`src/rtl/riscv_lsu.sv`:
```
// Multicycle RV32 load/store unit: alignment checks, byte-enable/store formatting, req/ready memory handshake.
// Optional watchdog on the memory handshake is enabled by defining LSU_TIMEOUT_EN.
module riscv_lsu #(
    parameter int unsigned XLEN           = 32,
    parameter int unsigned DMEM_ADDR      = 12,
    parameter int unsigned TIMEOUT_CYCLES = 255
) (
    input  logic                 clk,
    input  logic                 rst,
    input  logic                 start_i,
    input  logic                 we_i,
    input  logic [2:0]           funct3_i,
    input  logic [XLEN-1:0]      addr_i,
    input  logic [XLEN-1:0]      wdata_i,
    output logic                 busy_o,
    output logic                 done_o,
    output logic                 err_o,
    output logic [XLEN-1:0]      rdata_o,
    output logic                 mem_req_o,
    output logic                 mem_we_o,
    output logic [3:0]           mem_be_o,
    output logic [DMEM_ADDR-1:0] mem_addr_o,
    output logic [XLEN-1:0]      mem_wdata_o,
    input  logic                 mem_ready_i,
    input  logic [XLEN-1:0]      mem_rdata_i
);

    localparam int unsigned AW = DMEM_ADDR + 2;

    if (XLEN != 32 || TIMEOUT_CYCLES < 1) begin : g_bad_cfg
        $error("riscv_lsu: unsupported configuration");
    end

    typedef enum logic [1:0] {IDLE, REQ, RESP, ERR} state_t;

    state_t          state, state_n;
    logic            lat_we;
    logic [2:0]      lat_funct3;
    logic [AW-1:0]   lat_addr;
    logic [XLEN-1:0] lat_wdata;

    logic            accept;
    logic            illegal;
    logic            timeout_hit;
    logic            src_we;
    logic [2:0]      src_funct3;
    logic [AW-1:0]   src_addr;
    logic [XLEN-1:0] src_wdata;
    logic [3:0]      fmt_be;
    logic [XLEN-1:0] fmt_wdata;
    logic [XLEN-1:0] shifted;
    logic [XLEN-1:0] load_fmt;

    logic                 busy_n, done_n, err_n, req_n, we_n;
    logic [3:0]           be_n;
    logic [DMEM_ADDR-1:0] addr_n;
    logic [XLEN-1:0]      wdata_n;

    logic unused_addr;
    assign unused_addr = ^addr_i[XLEN-1:AW];

    // Live inputs are used on the accept cycle, latched copies afterwards.
    always_comb begin
        src_we     = (state == IDLE) ? we_i            : lat_we;
        src_funct3 = (state == IDLE) ? funct3_i        : lat_funct3;
        src_addr   = (state == IDLE) ? addr_i[AW-1:0]  : lat_addr;
        src_wdata  = (state == IDLE) ? wdata_i         : lat_wdata;
    end

    // Legality of funct3 for the access type plus natural alignment.
    always_comb begin
        illegal = 1'b0;
        case (src_funct3)
            3'b000:         illegal = 1'b0;
            3'b001:         illegal = src_addr[0];
            3'b010:         illegal = (src_addr[1:0] != 2'b00);
            3'b100:         illegal = src_we;
            3'b101:         illegal = src_we | src_addr[0];
            default:        illegal = 1'b1;
        endcase
    end

    // Store byte enables and lane-replicated data; loads read the whole word.
    always_comb begin
        fmt_be    = 4'b1111;
        fmt_wdata = src_wdata;
        if (src_we) begin
            case (src_funct3[1:0])
                2'b00: begin
                    fmt_be    = 4'(4'b0001 << src_addr[1:0]);
                    fmt_wdata = {4{src_wdata[7:0]}};
                end
                2'b01: begin
                    fmt_be    = src_addr[1] ? 4'b1100 : 4'b0011;
                    fmt_wdata = {2{src_wdata[15:0]}};
                end
                default: begin
                    fmt_be    = 4'b1111;
                    fmt_wdata = src_wdata;
                end
            endcase
        end
    end

    // Load result extraction and extension.
    always_comb begin
        shifted  = mem_rdata_i >> {lat_addr[1:0], 3'b000};
        load_fmt = shifted;
        case (lat_funct3)
            3'b000:  load_fmt = {{24{shifted[7]}}, shifted[7:0]};
            3'b001:  load_fmt = {{16{shifted[15]}}, shifted[15:0]};
            3'b100:  load_fmt = {24'h0, shifted[7:0]};
            3'b101:  load_fmt = {16'h0, shifted[15:0]};
            default: load_fmt = shifted;
        endcase
    end

`ifdef LSU_TIMEOUT_EN
    localparam int unsigned CNT_W = ($clog2(TIMEOUT_CYCLES + 1) > 8) ? $clog2(TIMEOUT_CYCLES + 1) : 8;
    logic [CNT_W-1:0] tmo_cnt;

    always_ff @(posedge clk) begin
        if (rst || state != REQ) tmo_cnt <= '0;
        else                     tmo_cnt <= tmo_cnt + CNT_W'(1);
    end

    assign timeout_hit = (state == REQ) && (tmo_cnt >= CNT_W'(TIMEOUT_CYCLES - 1));
`else
    assign timeout_hit = 1'b0;
`endif

    // Next state and next registered outputs.
    always_comb begin
        state_n = state;
        accept  = 1'b0;
        case (state)
            IDLE: if (start_i) begin
                accept  = 1'b1;
                state_n = illegal ? ERR : REQ;
            end
            REQ: begin
                if (mem_ready_i)      state_n = RESP;
                else if (timeout_hit) state_n = ERR;
            end
            RESP:    state_n = IDLE;
            ERR:     state_n = IDLE;
            default: state_n = IDLE;
        endcase
        busy_n  = (state_n != IDLE);
        done_n  = (state_n == RESP) || (state_n == ERR);
        err_n   = (state_n == ERR);
        req_n   = (state_n == REQ);
        we_n    = req_n && src_we;
        be_n    = req_n ? fmt_be : 4'b0000;
        addr_n  = req_n ? src_addr[AW-1:2] : '0;
        wdata_n = (req_n && src_we) ? fmt_wdata : '0;
    end

    always_ff @(posedge clk) begin
        if (rst) begin
            state       <= IDLE;
            lat_we      <= 1'b0;
            lat_funct3  <= 3'b000;
            lat_addr    <= '0;
            lat_wdata   <= '0;
            busy_o      <= 1'b0;
            done_o      <= 1'b0;
            err_o       <= 1'b0;
            rdata_o     <= '0;
            mem_req_o   <= 1'b0;
            mem_we_o    <= 1'b0;
            mem_be_o    <= 4'b0000;
            mem_addr_o  <= '0;
            mem_wdata_o <= '0;
        end else begin
            state       <= state_n;
            busy_o      <= busy_n;
            done_o      <= done_n;
            err_o       <= err_n;
            mem_req_o   <= req_n;
            mem_we_o    <= we_n;
            mem_be_o    <= be_n;
            mem_addr_o  <= addr_n;
            mem_wdata_o <= wdata_n;
            if (accept) begin
                lat_we     <= we_i;
                lat_funct3 <= funct3_i;
                lat_addr   <= addr_i[AW-1:0];
                lat_wdata  <= wdata_i;
            end
            if (state == REQ && mem_ready_i && !lat_we) rdata_o <= load_fmt;
        end
    end

endmodule

```
`config.mk`:
```
export PLATFORM = sky130hd
export DESIGN_NAME = riscv_lsu
export DESIGN_NICKNAME = d
export VERILOG_FILES = /design/src/rtl/riscv_lsu.sv
export SDC_FILE = /design/constraint.sdc
export NUM_CORES = 1
export LEC_CHECK = 0
export BUFFER_PORTS_ARGS = -buffer_cell sky130_fd_sc_hd__buf_2
export CORE_ASPECT_RATIO = 0.8
export CORE_MARGIN = 2
export CORE_UTILIZATION = 35
export DETAILED_ROUTE_END_ITERATION = 16
export GPL_ROUTABILITY_DRIVEN = 0
export HOLD_SLACK_MARGIN = 0.03
export PLACE_DENSITY = 0.57
export SYNTH_ARGS = -nofsm -noshare
export SYNTH_HDL_FRONTEND = slang
export SYNTH_SLANG_ARGS = --single-unit
```
`constraint.sdc`:
```
create_clock -name clk -period 4 [get_ports clk]
set_input_delay 0.6 -clock clk [delete_from_list [all_inputs] [get_ports clk]]
set_output_delay 0.6 -clock clk [all_outputs]
set_load 0.05 [all_outputs]
```
After elaboration in Yosys (flattened, before gate mapping)
Index checks and enable logic that the tools add are counted.
- register bits after elaboration: 137
- bits of input ports: 104
- output and inout port bits: 85
- logic and storage cells: 64
- eq/ne operators: 14
- shifts and indexed selects: 2
- multiplexer cells: 17
- bitwise gates (word level): 3
- reduce and logical (&&, ||, !) cells: 14
- operator list (cell ; count):
    case mux 32 bit (4 select lines) ; 1
    2-to-1 mux 32 bit ; 2
    case mux 32 bit (2 select lines) ; 1
    >> shifter 32 x 5 -> 32 bit ; 1
    2-to-1 mux 14 bit ; 1
    equality test 3 bit (second input constant) ; 4
    equality test 2 bit (second input constant) ; 4
    2-to-1 mux 4 bit ; 2
    case mux 4 bit (2 select lines) ; 1
    equality test 2 x 1 -> 1 bit (second input constant) ; 3
    equality test 3 x 1 -> 1 bit (second input constant) ; 2
    zero test 3 bit ; 2
    2-to-1 mux 2 bit ; 3
    case mux 2 bit (3 select lines) ; 1
    OR reduction 2 bit ; 3
    case mux 1 bit (5 select lines) ; 1
    zero test 2 bit ; 2
    nonzero test 2 bit ; 2
    left shift 1 x 2 -> 4 bit (first input constant) ; 1
    equality test 3 x 2 -> 1 bit (second input constant) ; 1
    logical AND 1 bit ; 3
    2-to-1 mux 1 bit ; 3
    2-to-1 mux 3 bit ; 1
    NOT 1 bit ; 2
    3 further kinds ; 3

Longest topological paths before layout
Gate-level depths: netlist of the first run.
- word-level depth: 11
- depth in mapped cells: 8
- gate-level depth less buffers: 5

Least setup slack after synthesis of the first run
No wires, ideal clock.
- path kind: input to register
- start: in rst
- end: reg mem_wdata_o[24]
- library setup time: 88 ps
- arrival: 1723 ps
- required time: 3912 ps
- setup slack: 2188 ps
- cell stages on the path: 7
- path buffers: 2
- path through: clkbuf_1 > nor2_1 > o211ai_2 > nor3_1 > a21oi_4 > buf_6 > a311oi_2
- word-level cells in the longest chain between the ends: 1
- ends and longest elaborated chain (element ; RTL line ; source):
    start, declared ; 9 ; input logic rst,
    OR reduction 2 bit (no source line) ; - ;
    end signal, assigned ; 184 ; mem_wdata_o <= wdata_n;
    end, declared ; 23 ; output logic [XLEN-1:0] mem_wdata_o,
No other way between the ends.
A chain may end at the register's enable or synchronous reset.

Worst setup path after layout of the first run
- start: reg lat_addr[1]
- end: reg rdata_o[30]
- word-level cells in the longest chain between the ends: 2
- ends and longest elaborated chain (element ; RTL line ; source):
    start, declared ; 39 ; logic [AW-1:0] lat_addr;
    start signal, assigned ; 188 ; lat_addr <= addr_i[AW-1:0];
    >> shifter 32 x 5 -> 32 bit ; 107 ; shifted = mem_rdata_i >> {lat_addr[1:0], 3'b000};
    case mux 32 bit (4 select lines) ; 109 ; case (lat_funct3)
    end signal, assigned ; 191 ; if (state == REQ && mem_ready_i && !lat_we) rdata_o <= load_fmt;
    end, declared ; 18 ; output logic [XLEN-1:0] rdata_o,
No other way between the ends.

==> qor.txt, run 1 <==
==================================================================================
Run status .......................................................... complete, no violations
Ports ...............................................................          189
FF/Latch Area .......................................................     2740 µm²
Count of non-filler cells in the finished layout ....................        1,111
Ant diodes ..........................................................            0
Count of vias placed by the detailed router .........................        5,403
Length of the first detailed-routing pass in iterations .............            6
Die extent in x .....................................................       153 µm
Ratio of cells with drive above 1 in the final layout ...............        0.306
CP Max Fanout .......................................................           16
TritonCTS clock tree ................................................        built
Number of hold-slack violations in the final timing report ..........            0
LEAKAGE .............................................................      3.34 nW
Accumulated negative setup slack ....................................         0 ns
HPWL Detailed .......................................................    11,800 µm
Switching Share .....................................................        0.314
CTS root buffer .....................................................    clkbuf_16
Hold Buf Count CTS ..................................................            0
Number of clock sinks ...............................................          137
Sequential share of the synthesized area ............................        0.442
Net count after synthesis ...........................................          838
Number of antenna violations at the first check in global routing ...            1
Setup-failing EPs final .............................................            0
Worst Hold Class ....................................................       in2reg
Maximum root-to-sink buffer count ...................................            2
Total power consumption of the routed design ........................    0.00394 W
Remaining number of nets flagged by the antenna check after routing .            0
Die Area ............................................................   18,800 µm²
Post-synthesis cell area ............................................     6210 µm²
Number of synthesized flops with an enable pin ......................            0
Proportion of power drawn by flip-flops and latches .................        0.385
Pwr per Cell Area ...................................................   513 nW/µm²
Count of max-cap constraint violations ..............................            0
Post-synth top flop .................................................      dfxtp_1
Vias in the first global route ......................................        5,127
Post-cts repair resize count ........................................            0
Site row count ......................................................           43
Num CTS Buffers .....................................................           17
Crit share post-route ...............................................        0.673
First-pass GRT wire length ..........................................    27,800 µm
Number of setup buffers added after CTS .............................            0
GRT Resource Usage Total ............................................        0.190
Data required time of the critical path .............................      4.25 ns
Via/cell ratio ......................................................         4.86
Total placed cells including tap cells ..............................        1,080
Chip Height .........................................................       123 µm
Type of origin of the critical path .................................    flip-flop
Minimum clock period after layout ...................................      2.69 ns
Max-Slew Margin vs Limit ............................................        0.270
Post-synth cell types ...............................................           52
Post-route worst hold slack .........................................     0.426 ns
Clock latency on the worst-skew pair ................................      0.42 ns
Starting density of the core ........................................        0.358
Footprint of the multi-input gates ..................................     3130 µm²
Total overflow reported by the global router ........................            0
Synthesized area per cell ...........................................     8.45 µm²
H-tree Lvls .........................................................            4
Remaining routing DRC violations ....................................            0
Area inside the core boundary .......................................   17,300 µm²
Crit Path Category ..................................................      reg2reg
Arrival time of the worst setup path ................................      2.95 ns
Max-slew violation count ............................................            0
Clk pwr share .......................................................        0.403
Share of synthesized registers carrying an async set or reset .......            0
Pin count of the biggest net entering global routing ................           86
CTS clk-pin slew, worst paths .......................................      0.06 ns
Endpoint type of the worst setup path ...............................    flip-flop
Number of nets in the finished design ...............................          978
Post-detailed-routing wire length ...................................    17,600 µm
Share of power burned in combinational logic ........................        0.212
Growth of design area from synthesis to finish ......................        24.0%
Tightest Pin Transition .............................................      1.09 ns
Worst clock skew ....................................................    0.0128 ns
Max Fclk ............................................................      371 MHz
Setup repair after global routing missed its margin .................           no
Synthesis-stage register bit count ..................................          137
Gate Count Post-Synth ...............................................          734
Filler Cells Inserted ...............................................        1,756
Count of warnings emitted by yosys ..................................            0
Post-detailed-route wirelength per cell .............................      15.8 µm
Int Power ...........................................................    0.00270 W
Number of DRC violations after detailed-routing iteration 0 .........          314
Number of input and output port buffers inserted ....................          170
Worst voltage drop across the vdd grid ..............................     0.231 mV
Reported net switching power ........................................    0.00124 W
==================================================================================
## cell usage in the layout, fill, tap and decap left out, drive strengths merged, types with 11 or more instances in the layout
cell type,n
a211oi,18
buf,180
nor3,24
nor2,47
nand2,221
nor2b,11
dfxtp,137
o21ai,13
a21oi,87
mux2,19
mux2i,41
clkbuf,21
## critical path: stages, from the launching register on
cell	delay (ns)
dfxtp_1	0.74
buf_4	0.33
nor2b_4	0.10
o2bb2ai_1	0.15
and3_4	0.21
a211oi_4	0.81
a211oi_1	0.17
## flip-flops by register name, summed over array words and instances, names as in the netlist, 2 cells and up
name / cells
lat_funct3: 3
lat_addr: 14
lat_wdata: 32
mem_addr_o: 12
state: 2
rdata_o: 32
mem_be_o: 4
mem_wdata_o: 32
## stage by stage
step | worst slack [ns] | util | instance area [µm²]
floorplan | 2.19 | - | 6210
global route | 1.19 | 0.444 | 7690
detailed placement | 1.33 | 0.410 | 7100
finish | 1.31 | 0.444 | 7690
global placement | 1.33 | 0.410 | 7100
CTS | 1.32 | 0.444 | 7690
## power groups by stage
stage | logic (W) | clock network (W) | registers (W)
after detailed placement | 0.000835 | 0 | 0.00155
after global routing | 0.000910 | 0.00168 | 0.00153
after floorplan | 0.000451 | 0 | 0.00173
after CTS | 0.000839 | 0.00162 | 0.00152
after global placement | 0.000833 | 0 | 0.00155
final | 0.000834 | 0.00159 | 0.00152
## cells by family (layout without fill, tap and decap cells)
group | Yosys count | in the layout | share of synthesized area
DFF | 137 | 137 | 0.442
muxes | 66 | 66 | 0.122
and+or+nand+nor | 327 | 327 | 0.225
AOI/OAI and AO/OA | 141 | 141 | 0.155
buffers and inverters | 63 | 215 | 0.0558
## synth_stat cells, types with 2 or more instances
master,instances,area [µm²]
nor3b_1,4,30.0
nor3_1,23,115
a211oi_1,7,52.6
dfxtp_1,137,2740
o21a_1,2,15.0
o21ai_0,12,60.1
a21oi_1,86,430
clkbuf_1,29,109
mux2i_1,41,410
mux4_2,6,135
nand2_1,220,826
nor2_1,46,173
mux2_2,19,214
buf_4,8,60.1
nor4_1,2,12.5
nor2b_1,10,62.6
inv_1,4,15.0
a211oi_2,10,125
a311oi_2,4,60.1
o211ai_1,8,60.1
nand3_1,6,30.0
o21ba_2,2,20.0
buf_2,13,65.1
buf_6,7,78.8
## cell type report
class                           count  share of cell area
Inverter                            4             0.00195
Clock buffer                       21              0.0625
Tap cell                          225              0.0366
Multi-Input combinational cell    534               0.407
Clock inverter                     10              0.0151
Timing Repair Buffer              180               0.121
Sequential cell                   137               0.357
## per-layer routing
layer	GRT usage	part of all wire	vias up	wire, µm
met5	0	0.00074	-	13
met4	0.0573	0.010	2	182
li1	-	-	2762	-
met3	0.0641	0.073	19	1290
met1	0.266	0.50	2463	8760
met2	0.278	0.42	157	7360
## worst paths after layout
| path | slack [ns] | start | end | cells after the start |
|---|---|---|---|---|
| max | 1.31 | lat_addr[1] | rdata_o[30] | 6 |
| max reg2reg | 1.31 | lat_addr[1] | rdata_o[30] | 6 |
| min reg2reg | 0.45 | lat_wdata[20] | lat_wdata[20] | 2 |
| min | 0.43 | addr_i[8] | lat_addr[8] | 3 |
Note: power is estimated with default switching activity, not from simulation.
==> run 2, diff against run 1 <==
- PLACE_DENSITY: 0.57 -> 0.59
- clock period: 4 -> 2.2 ns (I/O delays scaled with it)
==> run 2 against run 1 <==
Compared with the run above:
- worst hold slack worse by 0.27 ns
- register-to-register slack worse by 1.1 ns
- highest routed layer is now met4
- fmax up 32%
- final area up 2.7%
- largest power group unchanged
==> qor.txt, run 2 (synthesized netlist as in run 1, its figures left out) <==
=====================================================================================
Pwr per Cell Area ......................................................   919 nW/µm²   +79%
CTS root buffer ........................................................    clkbuf_16
Count of max-cap constraint violations .................................            0   unchanged
Count of vias placed by the detailed router ............................        5,532   +2.4%
Leading cell types in the layout, fill and taps excluded ............... 220 x nand2_1, 169 x buf_2, 137 x dfxtp_1
Post-cts repair resize count ...........................................            0   unchanged
Data required time of the critical path ................................      2.50 ns   -1.75 ns
Number of hold-slack violations in the final timing report .............            0   unchanged
Num CTS Buffers ........................................................           17   unchanged
Crit Path Category .....................................................      reg2reg
GRT Resource Usage Total ...............................................        0.188   -0.00163
Number of antenna violations at the first check in global routing ......            2   +1
Number of setup buffers added after CTS ................................            0   unchanged
Remaining number of nets flagged by the antenna check after routing ....            0   unchanged
Pin count of the biggest net entering global routing ...................           86   unchanged
Most frequent standard cell in the layout excluding fill and tap cells .      nand2_1
Int Power ..............................................................    0.00500 W   +85%
Vias in the first global route .........................................        5,208   +1.6%
CP Max Fanout ..........................................................           13   -3
Reported net switching power ...........................................    0.00227 W   +83%
Worst voltage drop across the vdd grid .................................     0.413 mV   +79%
Worst clock skew .......................................................    0.0114 ns   -0.00142 ns
Post-detailed-route wirelength per cell ................................      15.6 µm   -1.3%
Area inside the core boundary ..........................................   17,300 µm²   unchanged
Number of input and output port buffers inserted .......................          170   unchanged
Site row count .........................................................           43   unchanged
Max Fclk ...............................................................      491 MHz   +32%
Crit share post-route ..................................................        0.926   +0.253
HPWL Detailed ..........................................................    12,200 µm   +3.8%
Proportion of power drawn by flip-flops and latches ....................        0.378   -0.007
Max-slew violation count ...............................................            0   unchanged
Worst Hold Class .......................................................       in2reg
Chip Height ............................................................       123 µm   unchanged
Accumulated negative setup slack .......................................         0 ns   unchanged
Switching Share ........................................................        0.312   -0.00227
Maximum root-to-sink buffer count ......................................            2   unchanged
Endpoint type of the worst setup path ..................................    flip-flop
Die extent in x ........................................................       153 µm   unchanged
Arrival time of the worst setup path ...................................      2.34 ns   -0.61 ns
Total placed cells including tap cells .................................        1,101   +1.9%
CTS clk-pin slew, worst paths ..........................................      0.06 ns   about the same
Length of the first detailed-routing pass in iterations ................            5   -1
Filler Cells Inserted ..................................................        1,752   -0.23%
LEAKAGE ................................................................      3.45 nW   +3.5%
Via/cell ratio .........................................................         4.88   +0.31%
Clock latency on the worst-skew pair ...................................      0.43 ns   about the same
Run status ............................................................. complete, no violations
Setup repair after global routing missed its margin ....................           no
Setup-failing EPs final ................................................            0   unchanged
Number of nets in the finished design ..................................          999   +2.1%
Number of clock sinks ..................................................          137   unchanged
Ports ..................................................................          189   unchanged
H-tree Lvls ............................................................            4   unchanged
Finished Core Util .....................................................        0.456   +0.0121
Tightest Pin Transition ................................................     0.997 ns   -0.0898 ns
Area after detailed placement ..........................................     7300 µm²   +2.9%
Starting density of the core ...........................................        0.358   unchanged
Biggest regs ........................................................... lat_wdata (32), mem_wdata_o (32), rdata_o (32)
Total overflow reported by the global router ...........................            0   unchanged
Minimum clock period after layout ......................................      2.04 ns   -0.656 ns
Count of non-filler cells in the finished layout .......................        1,134   +2.1%
TritonCTS clock tree ...................................................        built
Type of origin of the critical path ....................................    flip-flop
Die Area ...............................................................   18,800 µm²   unchanged
Max-Slew Margin vs Limit ...............................................        0.336   +0.0654
Share of power burned in combinational logic ...........................        0.221   +0.009
Post-detailed-routing wire length ......................................    17,700 µm   +0.78%
Clk pwr share ..........................................................        0.400   -0.003
First-pass GRT wire length .............................................    27,800 µm   about the same
Number of DRC violations after detailed-routing iteration 0 ............          449   +43%
Hold Buf Count CTS .....................................................            0   unchanged
Final standard cell area without fillers ...............................     7900 µm²   +2.7%
Growth of design area from synthesis to finish .........................        27.3%
Remaining routing DRC violations .......................................            0   unchanged
Ratio of cells with drive above 1 in the final layout ..................        0.320   +0.0146
Post-route worst hold slack ............................................     0.156 ns   -0.270 ns
=====================================================================================
-- run 2: cell types whose count changed in the layout (fill, tap and decap cells not counted), sizes merged --
cell	before	now
buf	180	201
clkbuf	21	20
inv	6	4
bufinv	2	3
clkinvlp	2	3
clkinv	4	6
diode	0	1
-- run 2: critical path: stages (launching register included) --
cell and delay [ns]:
dfxtp_1 0.44, buf_4 0.22, buf_4 0.14, o211ai_1 0.09
o21ai_1 0.15, o32ai_4 0.14, a21boi_2 0.38, buf_4 0.28
nor3_1 0.08
-- run 2: metal layers --
layer | part of all wire | wire (µm) | track usage | vias up
met4 | 0.013 | 232 | 0.0619 | 0
met1 | 0.49 | 8670 | 0.267 | 2538
li1 | - | - | - | 2806
met5 | 0 | 0 | 0 | -
met3 | 0.070 | 1250 | 0.0606 | 17
met2 | 0.43 | 7590 | 0.271 | 171
-- run 2: power groups by stage --
stage	registers [W]	logic, W	clock network [W]
after floorplan	0.00314	0.000821	0
after global placement	0.00279	0.00160	0
after detailed placement	0.00280	0.00161	0
after CTS	0.00275	0.00161	0.00298
after global routing	0.00277	0.00174	0.00309
final	0.00275	0.00161	0.00291
-- run 2: worst paths after layout --
kind	endpoint	start	slack (ns)	cells after the start
max	mem_addr_o[8]	state[1]	0.16	8
min reg2reg	lat_wdata[22]	lat_wdata[22]	0.45	2
min	lat_wdata[8]	wdata_i[8]	0.16	3
max reg2reg	mem_addr_o[8]	state[1]	0.16	8
-- run 2: cell type report --
class / instances / area [µm²] / area share
Sequential cell: 137 / 2740 / 0.347
Tap cell: 225 / 282 / 0.0356
Inverter: 4 / 15.0 / 0.00190
Multi-Input combinational cell: 534 / 3130 / 0.396
Clock inverter: 12 / 150 / 0.0190
Timing Repair Buffer: 201 / 1140 / 0.144
Clock buffer: 20 / 447 / 0.0565
Antenna cell: 1 / 2.50 / 0.000317
-- run 2: through the flow --
stage / setup slack, ns / power (W)
6_report: 0.163 / 0.00726
5_1_grt: 0.0332 / 0.00760
4_1_cts: 0.185 / 0.00734
3_5_place_dp: 0.191 / 0.00441
3_3_place_gp: 0.235 / 0.00440
2_1_floorplan: 0.530 / 0.00396
